**src/rtl/alu_arbiter.sv**
```systemverilog
// alu_arbiter: shares one external combinational ALU between two requesters.
// Each requester has a valid/ready request channel and a valid/ready response
// channel. Grants alternate round-robin when both requesters are valid. An
// accepted operation runs IDLE -> EXEC -> RESP -> IDLE. The ALU inputs carry
// live values only during EXEC, and the result goes back to the requester
// that issued the operation.

module alu_arbiter #(
  parameter int WIDTH = 8
) (
  input  logic             clk,
  input  logic             reset,
  // requester 0
  input  logic             req0_valid,
  output logic             req0_ready,
  input  logic [WIDTH-1:0] req0_a,
  input  logic [WIDTH-1:0] req0_b,
  input  logic [1:0]       req0_op,
  output logic             rsp0_valid,
  input  logic             rsp0_ready,
  output logic [WIDTH-1:0] rsp0_result,
  // requester 1
  input  logic             req1_valid,
  output logic             req1_ready,
  input  logic [WIDTH-1:0] req1_a,
  input  logic [WIDTH-1:0] req1_b,
  input  logic [1:0]       req1_op,
  output logic             rsp1_valid,
  input  logic             rsp1_ready,
  output logic [WIDTH-1:0] rsp1_result,
  // shared ALU
  output logic [WIDTH-1:0] a,
  output logic [WIDTH-1:0] b,
  output logic [1:0]       ALUControl,
  input  logic [WIDTH-1:0] ALUResult,
  // status
  output logic             busy
);

  typedef enum logic [1:0] {
    ST_IDLE = 2'd0,
    ST_EXEC = 2'd1,
    ST_RESP = 2'd2
  } state_t;

  state_t           r_state;
  logic             r_last_grant;   // requester served most recently
  logic             r_owner;        // requester that owns the in-flight operation
  logic [WIDTH-1:0] r_a;            // operand a, visible to the ALU only in EXEC
  logic [WIDTH-1:0] r_b;            // operand b, visible to the ALU only in EXEC
  logic [1:0]       r_op;           // ALU control, visible to the ALU only in EXEC
  logic [WIDTH-1:0] r_result_q;     // ALU result captured at the end of EXEC
  logic             r_rsp0_valid;
  logic             r_rsp1_valid;
  logic             r_busy;

  logic             w_grant_valid;  // some requester is granted this cycle
  logic             w_grant;        // index of the granted requester
  logic             w_rsp_done;     // owner takes the response this cycle

  // Grant selection in IDLE. On a tie, the requester not served last wins.
  always_comb begin
    w_grant_valid = 1'b0;
    w_grant       = 1'b0;
    if (reset) begin
      w_grant_valid = 1'b0;
      w_grant       = 1'b0;
    end else if (r_state == ST_IDLE) begin
      if (req0_valid && req1_valid) begin
        w_grant_valid = 1'b1;
        w_grant       = ~r_last_grant;
      end else if (req0_valid) begin
        w_grant_valid = 1'b1;
        w_grant       = 1'b0;
      end else if (req1_valid) begin
        w_grant_valid = 1'b1;
        w_grant       = 1'b1;
      end else begin
        w_grant_valid = 1'b0;
        w_grant       = 1'b0;
      end
    end else begin
      w_grant_valid = 1'b0;
      w_grant       = 1'b0;
    end
  end

  // Select the owner's response ready for the RESP handshake.
  always_comb begin
    w_rsp_done = 1'b0;
    if (r_owner) begin
      w_rsp_done = rsp1_ready;
    end else begin
      w_rsp_done = rsp0_ready;
    end
  end

  // Main FSM: accept, present operands for one cycle, then hold the response.
  always_ff @(posedge clk or posedge reset) begin
    if (reset) begin
      r_state      <= ST_IDLE;
      r_last_grant <= 1'b1;
      r_owner      <= 1'b0;
      r_a          <= {WIDTH{1'b0}};
      r_b          <= {WIDTH{1'b0}};
      r_op         <= 2'b00;
      r_result_q   <= {WIDTH{1'b0}};
      r_rsp0_valid <= 1'b0;
      r_rsp1_valid <= 1'b0;
      r_busy       <= 1'b0;
    end else begin
      case (r_state)
        ST_IDLE: begin
          if (w_grant_valid) begin
            r_a     <= w_grant ? req1_a  : req0_a;
            r_b     <= w_grant ? req1_b  : req0_b;
            r_op    <= w_grant ? req1_op : req0_op;
            r_owner <= w_grant;
            r_busy  <= 1'b1;
            r_state <= ST_EXEC;
          end else begin
            r_state <= ST_IDLE;
          end
        end
        ST_EXEC: begin
          r_result_q   <= ALUResult;
          // Return the ALU inputs to zero as soon as the operation is done.
          r_a          <= {WIDTH{1'b0}};
          r_b          <= {WIDTH{1'b0}};
          r_op         <= 2'b00;
          r_rsp0_valid <= ~r_owner;
          r_rsp1_valid <= r_owner;
          r_state      <= ST_RESP;
        end
        ST_RESP: begin
          if (w_rsp_done) begin
            r_rsp0_valid <= 1'b0;
            r_rsp1_valid <= 1'b0;
            r_last_grant <= r_owner;
            r_busy       <= 1'b0;
            r_state      <= ST_IDLE;
          end else begin
            r_state      <= ST_RESP;
          end
        end
        default: begin
          r_state      <= ST_IDLE;
          r_a          <= {WIDTH{1'b0}};
          r_b          <= {WIDTH{1'b0}};
          r_op         <= 2'b00;
          r_rsp0_valid <= 1'b0;
          r_rsp1_valid <= 1'b0;
          r_busy       <= 1'b0;
        end
      endcase
    end
  end

  assign req0_ready  = w_grant_valid & ~w_grant;
  assign req1_ready  = w_grant_valid &  w_grant;
  assign rsp0_valid  = r_rsp0_valid;
  assign rsp1_valid  = r_rsp1_valid;
  // Results read as zero whenever their valid is low.
  assign rsp0_result = r_rsp0_valid ? r_result_q : {WIDTH{1'b0}};
  assign rsp1_result = r_rsp1_valid ? r_result_q : {WIDTH{1'b0}};
  assign a           = r_a;
  assign b           = r_b;
  assign ALUControl  = r_op;
  assign busy        = r_busy;

  alu_arbiter_checker #(.WIDTH(WIDTH)) u_checker (
    .clk        (clk),
    .reset      (reset),
    .req0_ready (req0_ready),
    .req1_ready (req1_ready),
    .rsp0_valid (rsp0_valid),
    .rsp1_valid (rsp1_valid),
    .rsp0_result(rsp0_result),
    .rsp1_result(rsp1_result),
    .a          (a),
    .b          (b),
    .ALUControl (ALUControl),
    .busy       (busy)
  );

endmodule

// Invariants of the arbiter's outputs, kept apart from the datapath.
module alu_arbiter_checker #(
  parameter int WIDTH = 8
) (
  input logic             clk,
  input logic             reset,
  input logic             req0_ready,
  input logic             req1_ready,
  input logic             rsp0_valid,
  input logic             rsp1_valid,
  input logic [WIDTH-1:0] rsp0_result,
  input logic [WIDTH-1:0] rsp1_result,
  input logic [WIDTH-1:0] a,
  input logic [WIDTH-1:0] b,
  input logic [1:0]       ALUControl,
  input logic             busy
);

  a_one_rsp: assert property (@(posedge clk) disable iff (reset)
    !(rsp0_valid && rsp1_valid));

  a_one_grant: assert property (@(posedge clk) disable iff (reset)
    !(req0_ready && req1_ready));

  a_grant_idle: assert property (@(posedge clk) disable iff (reset)
    (req0_ready || req1_ready) |-> !busy);

  a_alu_quiet: assert property (@(posedge clk) disable iff (reset)
    !busy |-> (a == {WIDTH{1'b0}} && b == {WIDTH{1'b0}} && ALUControl == 2'b00));

  a_rsp0_zero: assert property (@(posedge clk) disable iff (reset)
    !rsp0_valid |-> (rsp0_result == {WIDTH{1'b0}}));

  a_rsp1_zero: assert property (@(posedge clk) disable iff (reset)
    !rsp1_valid |-> (rsp1_result == {WIDTH{1'b0}}));

endmodule

```
**config.mk**
```make
export PLATFORM = sky130hd
export DESIGN_NAME = alu_arbiter
export DESIGN_NICKNAME = d
export VERILOG_FILES = /design/src/rtl/alu_arbiter.sv
export SDC_FILE = /design/constraint.sdc
export NUM_CORES = 1
export LEC_CHECK = 0
export ABC_CLOCK_PERIOD_IN_PS = 1500
export CAP_MARGIN = 20
export CORE_MARGIN = 2
export CORE_UTILIZATION = 35
export DETAILED_ROUTE_END_ITERATION = 10
export HOLD_SLACK_MARGIN = 0.08
export PLACE_DENSITY = 0.77
export SLEW_MARGIN = 20
export SYNTH_ARGS = -nofsm -noshare
export SYNTH_HDL_FRONTEND = slang
export SYNTH_SLANG_ARGS = --single-unit
```
**constraint.sdc**
```tcl
create_clock -name clk -period 1.5 [get_ports clk]
set_input_delay 0.3 -clock clk [delete_from_list [all_inputs] [get_ports clk]]
set_output_delay 0.3 -clock clk [all_outputs]
set_load 0.03 [all_outputs]
```
; After elaboration in Yosys (flattened, before gate mapping)
; Cells that the tools add are included.
[totals]
reg_bits = 33
out_inout_bits = 39
[classes]
n_eq_ne = 4
n_mux = 29
bitwise = 8
reduce_logical = 7
[op_table]
columns = cell, count
row1 = $mux W8, 6
row2 = $pmux W8 S2, 2
row3 = $mux W1, 13
row4 = $pmux W1 S3, 3
row5 = $reduce_and A2 Y1, 4
row6 = $mux W2, 3
row7 = $not A1 Y1, 6
row8 = $pmux W2 S3, 1
row9 = $ne A2 B2 Y1 const B, 2
row10 = $pmux W2 S2, 1
row11 = $reduce_and A3 Y1, 1
row12 = $and A1 B1 Y1, 2
row13 = $eq A2 B1 Y1 const B, 1
row14 = $eq A2 B2 Y1 const B, 1
row15 = $logic_not A2 Y1, 1
row16 = $logic_and A1 B1 Y1, 1

; Depth between registers and ports, before layout
; Gate-level depths: netlist of run 1.
[logic_depth]
word_depth = 8
ltp_mapped = 6
mapped_depth_nobuf = 4

; Worst setup path before layout of run 1
; Ideal clock, no wire load.
[synth_timing]
path_kind = reg-to-output
start = reg r_state[1]
end = out req1_ready
arrival_ns = 1.484
setup_slack_ns = -0.284
path_stages_with_launch = 5
path_buffers = 2
cell_sequence = dfrtp_1 > buf_6 > or3_4 > clkbuf_1 > nor2_1
[synth_between]
elab_chain_len = 4
word_cells_on_any_way = 6
[synth_lines]
columns = element, line_no
row1 = "start, declared", 46  ; state_t r_state;
row2 = "start signal, assigned", 101  ; r_state <= ST_IDLE;
row3 = "start signal, assigned", 120  ; r_state <= ST_EXEC;
row4 = "start signal, assigned", 122  ; r_state <= ST_IDLE;
row5 = $logic_not A2 Y1 *, 68  ; end else if (r_state == ST_IDLE) begin
row6 = $mux W1, 68
row7 = $mux W1, 65  ; if (reset) begin
row8 = $and A1 B1 Y1 *, 160  ; assign req1_ready = w_grant_valid & w_grant;
row9 = "end, declared", 24  ; output logic req1_ready,
; Mark *: on every way between the ends. The rest lies on a longest branch, timed or not.

; Worst setup path in the final report of run 1
[layout_timing]
start = reg r_state[1]
end = out req0_ready
[layout_between]
elab_chain_len = 5
word_cells_on_any_way = 7
[layout_lines]
columns = element, line_no
row1 = $logic_not A2 Y1 *, 68
row2 = $mux W1, 68
row3 = $mux W1, 65
row4 = $not A1 Y1, 159  ; assign req0_ready = w_grant_valid & ~w_grant;
row5 = $and A1 B1 Y1 *, 159
row6 = "end, declared", 15  ; output logic req0_ready,
; Marked as above.

==> run_results.csv, run 1 <==
group,metric,value,unit
status,status,"complete, but fails checks",
status,violations,"negative setup slack",
sta,slew_violations,0,
sta,holdWs,0.374,ns
floorplanning,core,4380,um2
place,portBuffers,88,
synth,yosysWarnings,0,
cts,cts_num_sinks,33,
critical_path,crit_cells,3,
sta,fin_crit,1.77,ns
cts,hold_buffers,0,
cells_and_area,syn_to_final_growth,78.1,%
floorplanning,chipHeight,71.7,um
synth,yosys.area.top_type_share,49.9,%
critical_path,endpoint_kind,"output pin",
route,drtAntennaViolNets,0,
critical_path,critPathMaxStageDelay,0.41,ns
synth,synth_seq_cells,33,
global_route,grt_max_degree,24,
critical_path,crit_path_end,"req0_ready",
place,place_congestion,0.784,
route,wl_per_cell,14.7,um
sta,max_freq,564,MHz
synth,ys_types,30,
sta,setup_viol,14,
power,pwr_density_cell,1900,nW/um2
cts,htreeDepth,2,
critical_path,reg2reg_depth,5,
synth,synth_edf_count,0,
synth,async_reset_ff_share,100,%
critical_path,path_max_fanout,4,
global_route,grt_pass1_wl,7.16,mm
cells_and_area,drive_above_1_share,30.8,%
power,ir_worst_vdd,1170,uV
global_route,met3_usage,4.50,%
cells_and_area,fin_area,2860,um2
place,hpwl,3.20,mm
global_route,gr-usage-all-layers,17.8,%
critical_path,critPathKind,"flip-flop to output pin",
cts,clockRootBuffer,"clkbuf_8",
sta,worst_pin_slew,0.353,ns
power,p_leak,1.36,nW
sta,finClkSkew,0.00327,ns
run,cap_violations,0,
floorplanning,fp.dieW,71.7,um
cells_and_area,finish.utilization,65.2,%
floorplanning,start_util,36.6,%
synth,synthTopCellsByCount,"dfrtp_1 (32), and2_1 (17), inv_1 (11), mux2i_1 (11), o2bb2ai_1 (11)",
floorplanning,rows,24,
route,routed_wirelength,4.44,mm
sta,fin_ws,-0.272,ns
synth,synth_ff_type,"dfrtp_1",
power,finalPower,5.43,mW
floorplanning,fp.dieArea,5140,um2
synth,syn_inst,137,
critical_path,regToRegSetupSlack,-0.19,ns
critical_path,crit_slowest_cell,"or3_4",
synth,yosysSeqAreaShare,51.5,%
cells_and_area,num_antenna_cells,0,
global_route,groute.layer.met1.usage,24.3,%
global_route,grt_pass1_vias,1450,
cts,clk_path_buf_depth,2,
route,drtIter0Drc,67,
sta,final.period_utilization,118,%
global_route,met2_usage,27.9,%
global_route,grt_antenna_before_repair,0,
cells_and_area,nets,300,
cells_and_area,fill_cells,364,
synth,synth_area_leaders,"dfrtp_1 (50%), mux2i_1 (6.9%), and2_1 (6.6%), o2bb2ai_1 (6.0%), mux2_2 (5.6%)",
global_route,grt.busiest_layer,"met2",
cts,clock_latency,0.27,ns
critical_path,worst-endpoint-arrival,1.47,ns
critical_path,rr_endpoint,"b[2]",
route,dr.pass1.iters,4,
critical_path,crit_family,"simple AND/OR/NAND/NOR gates",
sta,hold_violations,0,
synth,syn_area,1610,um2
critical_path,worst_ep_required_time,1.20,ns
cts,cts_buffers,5,
critical_path,crit_start,"r_state[1]",
route,vias_per_cell,4.97,
sta,rsz0062_at_grt,"yes",
cts,clk_pin_slew_worst_paths,0.06,ns
synth,yosysTopAreaCell,"dfrtp_1",
global_route,gr-total-overflow,0,
critical_path,r2r_start,"r_state[1]",
synth,avgSynthCellArea,11.7,um2
floorplanning,io_pins,89,
synth,syn_nets,187,
route,vias,1501,
critical_path,worstPathCellList,"or3_4, nor3b_4, buf_6",
critical_path,start_kind,"flip-flop",
critical_path,path_buf_inv,1,
sta,max_slew_margin,76.3,%
min_path,worstHoldPathType,"input port to asynchronous set/reset pin",
cts,cts_tree,"yes",
route,drt_drc_violations_left,0,
place,post_dp_cell_area,2630,um2
synth,synth_most_common_cell,"dfrtp_1",
==> cell type report <==
type	instances	area, um2	area share, %
timing repair buffer	112	1030	36.1
multi-input combinational	86	797	27.9
sequential	33	827	28.9
tap	52	65.1	2.28
inverter	12	50.0	1.75
clock buffer	7	86.3	3.02
==> stage by stage <==
stage | worst slack [ns] | TNS [ns] | instances
after floorplan | -0.152 | -1.52 | 137
after detailed placement | -0.366 | -7.33 | 287
final | -0.272 | -1.21 | 302
after global routing | -0.311 | -1.70 | 302
after CTS | -0.288 | -0.650 | 299
after global placement | -0.351 | -6.85 | 287
==> routing by layer <==
layer  part of all wire [%]  wire length, um  vias to the layer above
met5                      0                0                        -
met4                    1.3               56                        0
met3                    6.5              288                        5
met2                     48             2130                       55
met1                     44             1960                      721
li1                       -                -                      720
==> registers in the layout (all words and copies together), names as in the netlist <==
register,cells
r_last_grant,1
a,8
r_result_q,8
r_owner,1
rsp0_valid,1
b,8
busy,1
rsp1_valid,1
r_state,2
ALUControl,2
==> repair_timing <==
item,CTS,global route
cloned,1,1
endpoints found under the setup margin,40,21
gates resized for setup,27,18
endpoints found under the hold margin,0,0
setup buffers,4,2
pin swaps,3,14
==> tightest hold or removal path, delay by kind of cell <==
kind	cells	cell delay, ns
buf+inv	4	0.69
==> logic make-up (layout without fill, tap and decap cells) <==
family	after synthesis	in the layout	synth area share [%]
simple gates	37	38	14.4
buf+inv	20	131	6.16
mux	19	19	12.5
flops	33	33	51.5
compound gates	28	29	15.4
==> layout by cell type, fill, tap and decap left out, types with 2 or more instances in the layout <==
cell	n
o31a_1	2
mux2i_1	9
mux2_2	8
buf_6	4
clkbuf_8	6
a221o_1	8
dfrtp_1	32
nand2b_1	2
o2bb2ai_2	8
mux2i_2	2
dlymetal6s2s_1	2
nor2_4	2
buf_4	36
clkdlybuf4s50_1	46
and2_1	17
or2_4	2
nor3_1	9
inv_1	11
dlygate4sd2_1	22
o2bb2ai_1	2
buf_12	2
==> how the worst min path moves through the flow <==
| stage | endpoint | slack, ns | cells past startpoint |
|---|---|---|---|
| 2_1_floorplan | ALUControl[0] | 0.43 | 1 |
| 3_3_place_gp | busy | 0.47 | 1 |
| 3_5_place_dp | busy | 0.47 | 1 |
| 4_1_cts | a[0] | 0.36 | 4 |
| 5_1_grt | b[3] | 0.40 | 4 |
| 6_report | r_owner | 0.37 | 4 |
==> power by group <==
group | total (mW) | internal (mW) | switching [mW]
registers | 1.55 | 1.29 | 0.262
clock network | 0.658 | 0.364 | 0.294
logic | 3.22 | 1.43 | 1.79
Power figures use the tool's default switching activity.
==> inputs of run 2 (changes only) <==
Settings changed: CTS_CLUSTER_SIZE set to 12.
==> results of run 2 <==
The final DEF is identical to that of run 1; final timing and power are the same.
==> inputs of run 3 (changes only) <==
Settings changed: CAP_MARGIN 20 to 30.
==> results of run 3 <==
The final DEF is identical to that of run 1; final timing and power are the same.
